### config.mk
export PLATFORM = sky130hd
export DESIGN_NAME = adc0809_reader
export DESIGN_NICKNAME = d
export VERILOG_FILES = /design/src/rtl/adc0809_reader.sv
export SDC_FILE = /design/constraint.sdc
export NUM_CORES = 1
export LEC_CHECK = 0
export CELL_PAD_IN_SITES_DETAIL_PLACEMENT = 1
export CELL_PAD_IN_SITES_GLOBAL_PLACEMENT = 1
export CORE_ASPECT_RATIO = 0.8
export CORE_MARGIN = 1.5
export CORE_UTILIZATION = 45
export DETAILED_ROUTE_END_ITERATION = 12
export MAX_ROUTING_LAYER = met4
export PLACE_DENSITY_LB_ADDON = 0.1
export REMOVE_ABC_BUFFERS = 1
export SYNTH_ARGS = -nofsm -noshare
export SYNTH_HDL_FRONTEND = slang
export SYNTH_SLANG_ARGS = --single-unit
### constraint.sdc
create_clock -name i_clk -period 2.02 [get_ports i_clk]
set_input_delay 0.606 -clock i_clk [delete_from_list [all_inputs] [get_ports i_clk]]
set_output_delay 0.606 -clock i_clk [all_outputs]
set_load 0.02 [all_outputs]
### src/rtl/adc0809_reader.sv
// ADC0809 reader: paces conversions from a sample timer, runs the ALE/START/EOC/OE
// handshake, captures the result and flags overruns and EOC timeouts.
module adc0809_reader #(
  parameter int unsigned SAMPLE_DIV  = 200,
  parameter int unsigned ADC_CLK_DIV = 1,
  parameter int unsigned START_W     = 2,
  parameter int unsigned OE_SETUP    = 2,
  parameter int unsigned TIMEOUT     = 255
) (
  input  logic       i_clk,
  input  logic       i_rst_n,
  input  logic       i_en,
  input  logic [2:0] i_chan,
  input  logic       i_eoc,
  input  logic [7:0] i_data_in,
  output logic       o_adc_clk,
  output logic [2:0] o_addr,
  output logic       o_ale,
  output logic       o_start,
  output logic       o_oe,
  output logic [7:0] o_sample,
  output logic       o_sample_valid,
  output logic       o_busy,
  output logic       o_overrun,
  output logic       o_timeout_err
);

  localparam logic [15:0] TICK_LAST  = 16'(SAMPLE_DIV - 1);
  localparam logic [15:0] ACLK_LAST  = 16'(ADC_CLK_DIV - 1);
  localparam logic [15:0] START_LAST = 16'(START_W - 1);
  localparam logic [15:0] OE_LAST    = 16'(OE_SETUP - 1);
  localparam logic [15:0] TO_LAST    = 16'(TIMEOUT - 1);

  typedef enum logic [2:0] {
    StIdle,
    StAddr,
    StStart,
    StWaitLo,
    StWaitHi,
    StRead,
    StDone
  } state_e;

  state_e      r_state;
  state_e      w_state_nxt;
  logic [15:0] r_cnt;
  logic [15:0] w_cnt_nxt;
  logic        w_latch_addr;
  logic        w_capture;
  logic        w_timeout;

  logic [15:0] r_aclk_cnt;
  logic        r_adc_clk;
  logic        r_eoc_meta;
  logic        r_eoc_s;
  logic [15:0] r_tick_cnt;
  logic        w_tick;
  logic [2:0]  r_addr;
  logic [7:0]  r_sample;
  logic        r_overrun;
  logic        r_timeout_err;

  // ADC conversion clock, free-running independent of i_en.
  always_ff @(posedge i_clk or negedge i_rst_n) begin
    if (!i_rst_n) begin
      r_aclk_cnt <= '0;
      r_adc_clk  <= 1'b0;
    end else if (r_aclk_cnt == ACLK_LAST) begin
      r_aclk_cnt <= '0;
      r_adc_clk  <= ~r_adc_clk;
    end else begin
      r_aclk_cnt <= r_aclk_cnt + 16'd1;
    end
  end

  always_ff @(posedge i_clk or negedge i_rst_n) begin
    if (!i_rst_n) begin
      r_eoc_meta <= 1'b0;
      r_eoc_s    <= 1'b0;
    end else begin
      r_eoc_meta <= i_eoc;
      r_eoc_s    <= r_eoc_meta;
    end
  end

  always_ff @(posedge i_clk or negedge i_rst_n) begin
    if (!i_rst_n) begin
      r_tick_cnt <= '0;
    end else if (r_tick_cnt == TICK_LAST) begin
      r_tick_cnt <= '0;
    end else begin
      r_tick_cnt <= r_tick_cnt + 16'd1;
    end
  end

  assign w_tick = (r_tick_cnt == TICK_LAST);

  always_ff @(posedge i_clk or negedge i_rst_n) begin
    if (!i_rst_n) begin
      r_state <= StIdle;
      r_cnt   <= '0;
    end else begin
      r_state <= w_state_nxt;
      r_cnt   <= w_cnt_nxt;
    end
  end

  // r_cnt is a per-state cycle counter, cleared on every state change.
  always_comb begin
    w_state_nxt  = r_state;
    w_cnt_nxt    = r_cnt + 16'd1;
    w_latch_addr = 1'b0;
    w_capture    = 1'b0;
    w_timeout    = 1'b0;
    unique case (r_state)
      StIdle: begin
        w_cnt_nxt = '0;
        if (w_tick && i_en) begin
          w_state_nxt  = StAddr;
          w_latch_addr = 1'b1;
        end
      end
      StAddr: begin
        w_cnt_nxt   = '0;
        w_state_nxt = StStart;
      end
      StStart: begin
        if (r_cnt == START_LAST) begin
          w_state_nxt = StWaitLo;
          w_cnt_nxt   = '0;
        end
      end
      StWaitLo: begin
        if (!r_eoc_s) begin
          w_state_nxt = StWaitHi;
          w_cnt_nxt   = '0;
        end else if (r_cnt == TO_LAST) begin
          w_state_nxt = StIdle;
          w_cnt_nxt   = '0;
          w_timeout   = 1'b1;
        end
      end
      StWaitHi: begin
        if (r_eoc_s) begin
          w_state_nxt = StRead;
          w_cnt_nxt   = '0;
        end else if (r_cnt == TO_LAST) begin
          w_state_nxt = StIdle;
          w_cnt_nxt   = '0;
          w_timeout   = 1'b1;
        end
      end
      StRead: begin
        if (r_cnt == OE_LAST) begin
          w_state_nxt = StDone;
          w_cnt_nxt   = '0;
          w_capture   = 1'b1;
        end
      end
      StDone: begin
        w_state_nxt = StIdle;
        w_cnt_nxt   = '0;
      end
      default: begin
        w_state_nxt = StIdle;
        w_cnt_nxt   = '0;
      end
    endcase
  end

  // A tick arriving in any non-idle state, including DONE, is dropped as an overrun.
  always_ff @(posedge i_clk or negedge i_rst_n) begin
    if (!i_rst_n) begin
      r_addr        <= '0;
      r_sample      <= '0;
      r_overrun     <= 1'b0;
      r_timeout_err <= 1'b0;
    end else begin
      if (w_latch_addr) begin
        r_addr <= i_chan;
      end
      if (w_capture) begin
        r_sample <= i_data_in;
      end
      if (w_tick && (r_state != StIdle)) begin
        r_overrun <= 1'b1;
      end
      if (w_timeout) begin
        r_timeout_err <= 1'b1;
      end
    end
  end

  // Strobes decode straight from the state register so reset drops them at once.
  assign o_adc_clk      = r_adc_clk;
  assign o_addr         = r_addr;
  assign o_ale          = (r_state == StAddr);
  assign o_start        = (r_state == StStart);
  assign o_oe           = (r_state == StRead);
  assign o_sample       = r_sample;
  assign o_sample_valid = (r_state == StDone);
  assign o_busy         = (r_state != StIdle);
  assign o_overrun      = r_overrun;
  assign o_timeout_err  = r_timeout_err;

endmodule

# Yosys cells after proc, flatten, opt, wreduce, memory -nomap -nowiden
# Cells that the tools add are included.
# word_totals
reg_bits,67
inputBits,15
output_inout_bits,19
wordCells,56
# op_classes
add_sub_neg,3
eq_ne,12
muxes,22
bitwise_logic,1
reduce_logical,7
# ops
cell,n
$mux W16,6
$add A16 B1 Y16 const B,3
$pmux W16 S3,1
$eq A16 B8 Y1 const B,2
$mux W3,6
$pmux W3 S6,1
$eq A16 B1 Y1 const B,1
$logic_not A16 Y1,1
$eq A3 B3 Y1 const B,3
$mux W1,7
$eq A3 B2 Y1 const B,2
$ne A2 B1 Y1 const B,2
$eq A3 B1 Y1 const B,1
$logic_not A3 Y1,1
$reduce_and A3 Y1,1
$reduce_bool A3 Y1,1
$logic_and A1 B1 Y1,2
$ne A2 B2 Y1 const B,1
$pmux W1 S2,1
$reduce_or A2 Y1,1
$not A1 Y1,1

# Logic depth before layout (Yosys ltp)
# Gate-level depths: netlist (run 1).
# logic_depth
ltp_word,4
ltp_mapped,8
depth_no_buf,7

# Least setup slack after synthesis (run 1)
# Ideal clock, no wire load.
# synth_path
path_type,register to output
startpoint,reg r_state[1]
endpoint,out o_busy
t_arrival_ps,1089
required_ps,1414
setup_slack_ps,325
path_stages_with_launch,5
path_buffers,1
cell_sequence,dfrtp_1 -> clkbuf_1 -> or2_2 -> nor2_1 -> inv_1
# synth_between
elab_chain_cells,1
# synth_rtl
element,line,rtl
from (decl),44,state_e r_state;
from (signal assigned),100,r_state <= StIdle;
from (signal assigned),103,r_state <= w_state_nxt;
$reduce_bool A3 Y1,202,assign o_busy = (r_state != StIdle);
to (decl),23,"output logic o_busy,"
# Every way passes these cells.

# Final worst setup path (run 1)
# layout_path
startpoint,reg r_state[2]
endpoint,out o_oe
# layout_between
elab_chain_cells,1
# layout_rtl
element,line,rtl
$eq A3 B3 Y1,199,assign o_oe = (r_state == StRead);
to (decl),20,"output logic o_oe,"
# Every way passes these cells.

==> results.ini, run 1 <==
[layout]
final_util_pct = 58.9
n_antenna_cell = 0
final_cell_mix = dfrtp_1 (67), nor2_1 (30), xnor2_1 (28), clkdlybuf4s50_1 (27), nand2_1 (17)
syn_to_final_growth_pct = 23.5
drive_above_1_share_pct = 17.9
final_common_cell = dfrtp_1
fin_cells = 420
final_nets = 352

[clock_network]
cts_num_sinks = 67
cts_root_buf = clkbuf_8
cts_tree = done
clockBufferDepth = 2
insertion_delay_ns = 0.34
cts_made_buffers = 9
holdBufCountCts = 0
path_clk_slew_ns = 0.08
htreeDepth = 3
cts_setup_buffers = 0

[grt]
grt_usage_pct = 20.9
antenna_found_initial = 0
grt_pass1_wl_um = 11300
grt_pass1_vias = 2315
gr-total-overflow = 0
grt_max_degree = 54

[floorplan]
boundaryPins = 34
fp.dieArea_um2 = 7440
rows = 26
die_y_um = 77.5
start_util_pct = 47.7
die_w_um = 96.1
core_area_um2 = 6540

[timing]
period_share_pct = 98.5
hold_slack_ns = 0.169
worst_pin_slew_ns = 0.393
worst_slack_ns = 0.0312
hold_violations = 0
max_freq_mhz = 503
skew_ns = 0.00802
rsz0062_at_grt = yes
setup_viol = 0
fin_crit_ns = 1.99
relSlewSlack_pct = 73.8
maxSlewViolCount = 0

[synthesis]
synth_seq_cells = 67
synth-main-ff-cell = dfrtp_1
seq_area_frac_synth_pct = 53.8
synth_warnings = 0
ys_types = 43
avgSynthCellArea_um2 = 11.3
async_reset_ff_share_pct = 100
synth_cells = 275
synth_edf_count = 0
syn_area_um2 = 3120

[worst_setup_path]
worstPathRequired_ns = 1.41
cp-end-kind = output pin
startpoint = r_state[2]$_DFFE_PN0P_
worstReg2RegStart = r_cnt[1]$_DFF_PN0_
path_max_fanout = 6
setup.worst_path.start_class = flop
crit_type = reg -> out
arrival_ns = 1.38

[placement]
dpl.cell_count = 404
io_buffers = 33
dpl_worst_slack_ns = -0.0495
gp_congestion = 0.799
hpwl_um = 4800

[pwr]
netSwitchingFraction_pct = 31.6
powerDensity_nw_per_um2 = 1010
comb_power_share_pct = 30.1
power.internal_mw = 2.65
peakVddDrop_uv = 452
power_switching_mw = 1.22
power_frac_seq_pct = 40.3
total_power_mw = 3.87
clockPowerShare_pct = 29.6
total_leakage_power_nw = 1.80

[routing]
drtAntennaViolNets = 0
drc = 0
wl_per_cell_um = 16.1
routed_via_density = 5.27
vias = 2215
drt_iter0_drc = 82
first_pass_iters = 4
postRouteWirelength_um = 6760

[job]
drv_cap = 0

[worst_hold_path]
min_path_type = in -> async

[outcome]
status = finished clean

==> final timing paths <==
check,endpoint,slack (ns),cells after the start
max in group asynchronous,r_aclk_cnt[3]$_DFF_PN0_,1.25,2
min in group i_clk,r_eoc_s$_DFF_PN0_,0.37,0
worst max-delay path,o_oe,0.03,4
worst min register to register,r_eoc_s$_DFF_PN0_,0.37,0
worst max register to register,r_state[0]$_DFFE_PN0P_,0.18,8
worst min-delay path,r_tick_cnt[7]$_DFF_PN0_,0.17,1
==> layout make-up <==
class | count | area (um2)
inverter | 6 | 22.5
sequential | 67 | 1680
multi-input combinational | 197 | 1400
tap | 84 | 105
clock buffer | 12 | 155
fill | 725 | 2690
clock inverter | 4 | 48.8
timing repair buffer | 50 | 447
==> state kept, by name, indices dropped and copies added (netlist names) <==
name	cells
r_state	3
r_eoc_meta	1
o_overrun	1
o_adc_clk	1
o_addr	3
r_aclk_cnt	16
o_sample	8
r_cnt	16
o_timeout_err	1
r_eoc_s	1
r_tick_cnt	16
==> logic make-up after synthesis <==
group,Yosys count,share of synthesized area [%]
and+or+nand+nor,122,22.9
DFF,67,53.8
xor gates and xnor gates,43,12.1
AOI/OAI and AO/OA,15,3.29
buffers and inverters,11,1.60
muxes,11,3.97
adders and majority gates,6,2.41
==> worst max-delay path, cell delays in order, from the launching register on <==
cell and delay [ns]:
dfrtp_1 0.43, nor2b_1 0.22, nand2_1 0.10, inv_1 0.06, clkdlybuf4s15_2 0.25
==> power by group through the flow <==
| stage | clock network [mW] | logic (mW) | registers, mW |
|---|---|---|---|
| 3_5_place_dp | 0 | 1.21 | 1.59 |
| 4_1_cts | 1.19 | 1.19 | 1.56 |
| 3_3_place_gp | 0 | 1.17 | 1.57 |
| 5_1_grt | 1.24 | 1.27 | 1.58 |
| 6_report | 1.15 | 1.17 | 1.56 |
| 2_1_floorplan | 0 | 0.453 | 1.70 |
==> metal layers <==
metal  GRT usage (%)  up-vias  share of wire, %
met2            32.2       40                48
li1                -     1062                 -
met3            5.10       11               3.8
met4            8.68        0               1.7
met5               -        -                 0
met1            26.1     1102                47
==> metrics by stage <==
stage | TNS [ns] | cell area, um2
3_3_place_gp | 0 | 3660
5_1_grt | -0.0526 | 3850
4_1_cts | -0.0184 | 3860
6_report | 0 | 3850
2_1_floorplan | 0 | 3090
3_5_place_dp | -0.0495 | 3660
==> Yosys cell counts, drive strengths merged (5+ instances only) <==
| master | instances | area [um2] |
|---|---|---|
| and3 | 9 | 56.3 |
| and4 | 6 | 52.6 |
| dfrtp | 67 | 1680 |
| ha | 6 | 75.1 |
| inv | 6 | 22.5 |
| mux2 | 11 | 124 |
| nand2 | 17 | 63.8 |
| nand3 | 16 | 85.1 |
| nand4 | 14 | 100 |
| nor2 | 33 | 139 |
| nor2b | 5 | 38.8 |
| nor4 | 7 | 73.8 |
| o21ai | 6 | 30.0 |
| xnor2 | 28 | 245 |
| xor2 | 15 | 131 |
==> what timing repair did <==
item	4_1_cts	5_1_grt
cloned	0	0
setup endpoints to repair	5	5
pin swaps	0	0
resized for setup	14	5
(Power assumes the default switching activity.)
==> inputs of run 2 (changes only) <==
CORE_MARGIN = 2   (was 1.5)
==> results.ini, run 2 (synthesized netlist as in run 1, its figures left out) <==
[timing]
fin_crit_ns = 1.97
worst_slack_ns = 0.0476
hold_slack_ns = 0.196
maxSlewViolCount = 0
setup_viol = 0
skew_ns = 0.00854
max_freq_mhz = 507
period_share_pct = 97.6
worst_pin_slew_ns = 0.432
relSlewSlack_pct = 71.2
hold_violations = 0

[clock_network]
htreeDepth = 3
clockBufferDepth = 2
cts_root_buf = clkbuf_8
cts_num_sinks = 67
cts_tree = done
cts_made_buffers = 9
path_clk_slew_ns = 0.07
holdBufCountCts = 0
insertion_delay_ns = 0.34

[floorplan]
die_w_um = 97.1
start_util_pct = 45.9
boundaryPins = 34
die_y_um = 78.5
rows = 27
core_area_um2 = 6790
fp.dieArea_um2 = 7610

[layout]
final_nets = 351
drive_above_1_share_pct = 18.5
n_antenna_cell = 0
final_common_cell = dfrtp_1
syn_to_final_growth_pct = 24.2
top_regs = r_aclk_cnt x16, r_cnt x16, r_tick_cnt x16
final_cell_mix = dfrtp_1 (67), nor2_1 (30), xnor2_1 (28), clkdlybuf4s50_1 (27), nand2_1 (17)

[pwr]
netSwitchingFraction_pct = 30.7
power.internal_mw = 2.70
peakVddDrop_uv = 645
total_leakage_power_nw = 1.80
power_switching_mw = 1.20
comb_power_share_pct = 30.4
powerDensity_nw_per_um2 = 1010
power_frac_seq_pct = 39.8
clockPowerShare_pct = 29.8
total_power_mw = 3.90

[worst_setup_path]
cp-end-kind = output pin
crit_type = reg -> out
worstPathRequired_ns = 1.41
arrival_ns = 1.37
critPathSlowestCell = dfrtp_1
slowest_delay_ns = 0.41
path_cells = buf_4 -> nor2b_2 -> nand2_1 -> inv_1 -> clkbuf_2
setup.worst_path.start_class = flop
path_max_fanout = 4

[placement]
dpl_worst_slack_ns = -0.00730
hpwl_um = 4650
gp_congestion = 0.814
io_buffers = 33

[routing]
drt_iter0_drc = 64
wl_per_cell_um = 15.9
drc = 0
first_pass_iters = 4
vias = 2216
postRouteWirelength_um = 6700
drtAntennaViolNets = 0
routed_via_density = 5.25

[grt]
grt_usage_pct = 19.8
grt_pass1_wl_um = 11600
grt_pass1_vias = 2292
grt_max_degree = 30
antenna_found_initial = 0
gr-total-overflow = 0

[worst_hold_path]
min_path_type = in -> async

[outcome]
status = finished clean

[job]
drv_cap = 0

[run 2: path summary, 6_finish.rpt]
check	slack, ns	from	endpoint	cells after the start
setup / recovery	0.05	r_state[1]$_DFFE_PN0P_	o_oe	5
hold / removal	0.20	i_rst_n	r_eoc_meta$_DFF_PN0_	1
setup reg to reg	0.14	r_cnt[1]$_DFF_PN0_	o_sample[0]$_DFFE_PN0P_	6
hold reg to reg	0.35	r_eoc_meta$_DFF_PN0_	r_eoc_s$_DFF_PN0_	0
max in group asynchronous	1.33	i_rst_n	r_cnt[11]$_DFF_PN0_	2
min in group i_clk	0.35	r_eoc_meta$_DFF_PN0_	r_eoc_s$_DFF_PN0_	0
[run 2: worst max-delay path, delay by kind of cell (launching register included)]
family	cells	cell delay, ns
and+or+nand+nor	2	0.26
buffers and inverters	3	0.36
DFF	1	0.41
[run 2: what timing repair did]
item | 4_1_cts | 5_1_grt
buffers inserted | 0 | 2
cloned | 0 | 0
pin swaps | 0 | 2
endpoints found under the setup margin | 5 | 11
gates resized for setup | 11 | 9
[run 2: metal layers]
metal / wire length (um) / track usage [%] / vias to the layer above
li1: - / - / 1062
met1: 3180 / 26.8 / 1110
met2: 3220 / 29.9 / 38
met3: 238 / 4.90 / 6
met4: 65 / 5.92 / 0
met5: 0 / - / -
[run 2: cell type report]
| cell class | instances | area, um2 |
|---|---|---|
| Clock buffer | 12 | 165 |
| Clock inverter | 4 | 47.5 |
| Fill cell | 728 | 2920 |
| Inverter | 6 | 22.5 |
| Multi-Input combinational cell | 197 | 1410 |
| Sequential cell | 67 | 1680 |
| Tap cell | 87 | 109 |
| Timing Repair Buffer | 49 | 445 |
[run 2: stage by stage]
| stage | instance area, um2 | TNS (ns) | util (%) | cells |
|---|---|---|---|---|
| after floorplan | 3090 | 0 | - | 270 |
| after global placement | 3650 | 0 | 53.8 | 404 |
| after detailed placement | 3650 | -0.00730 | 53.8 | 404 |
| after CTS | 3860 | 0 | 56.9 | 420 |
| after global routing | 3870 | -0.0352 | 57.0 | 422 |
| final | 3870 | 0 | 57.0 | 422 |
[run 2: power by group through the flow]
stage / combinational, mW / sequential [mW] / clock, mW
5_1_grt: 1.30 / 1.57 / 1.27
3_3_place_gp: 1.14 / 1.57 / 0
4_1_cts: 1.15 / 1.55 / 1.20
3_5_place_dp: 1.16 / 1.58 / 0
2_1_floorplan: 0.453 / 1.70 / 0
6_report: 1.18 / 1.55 / 1.16
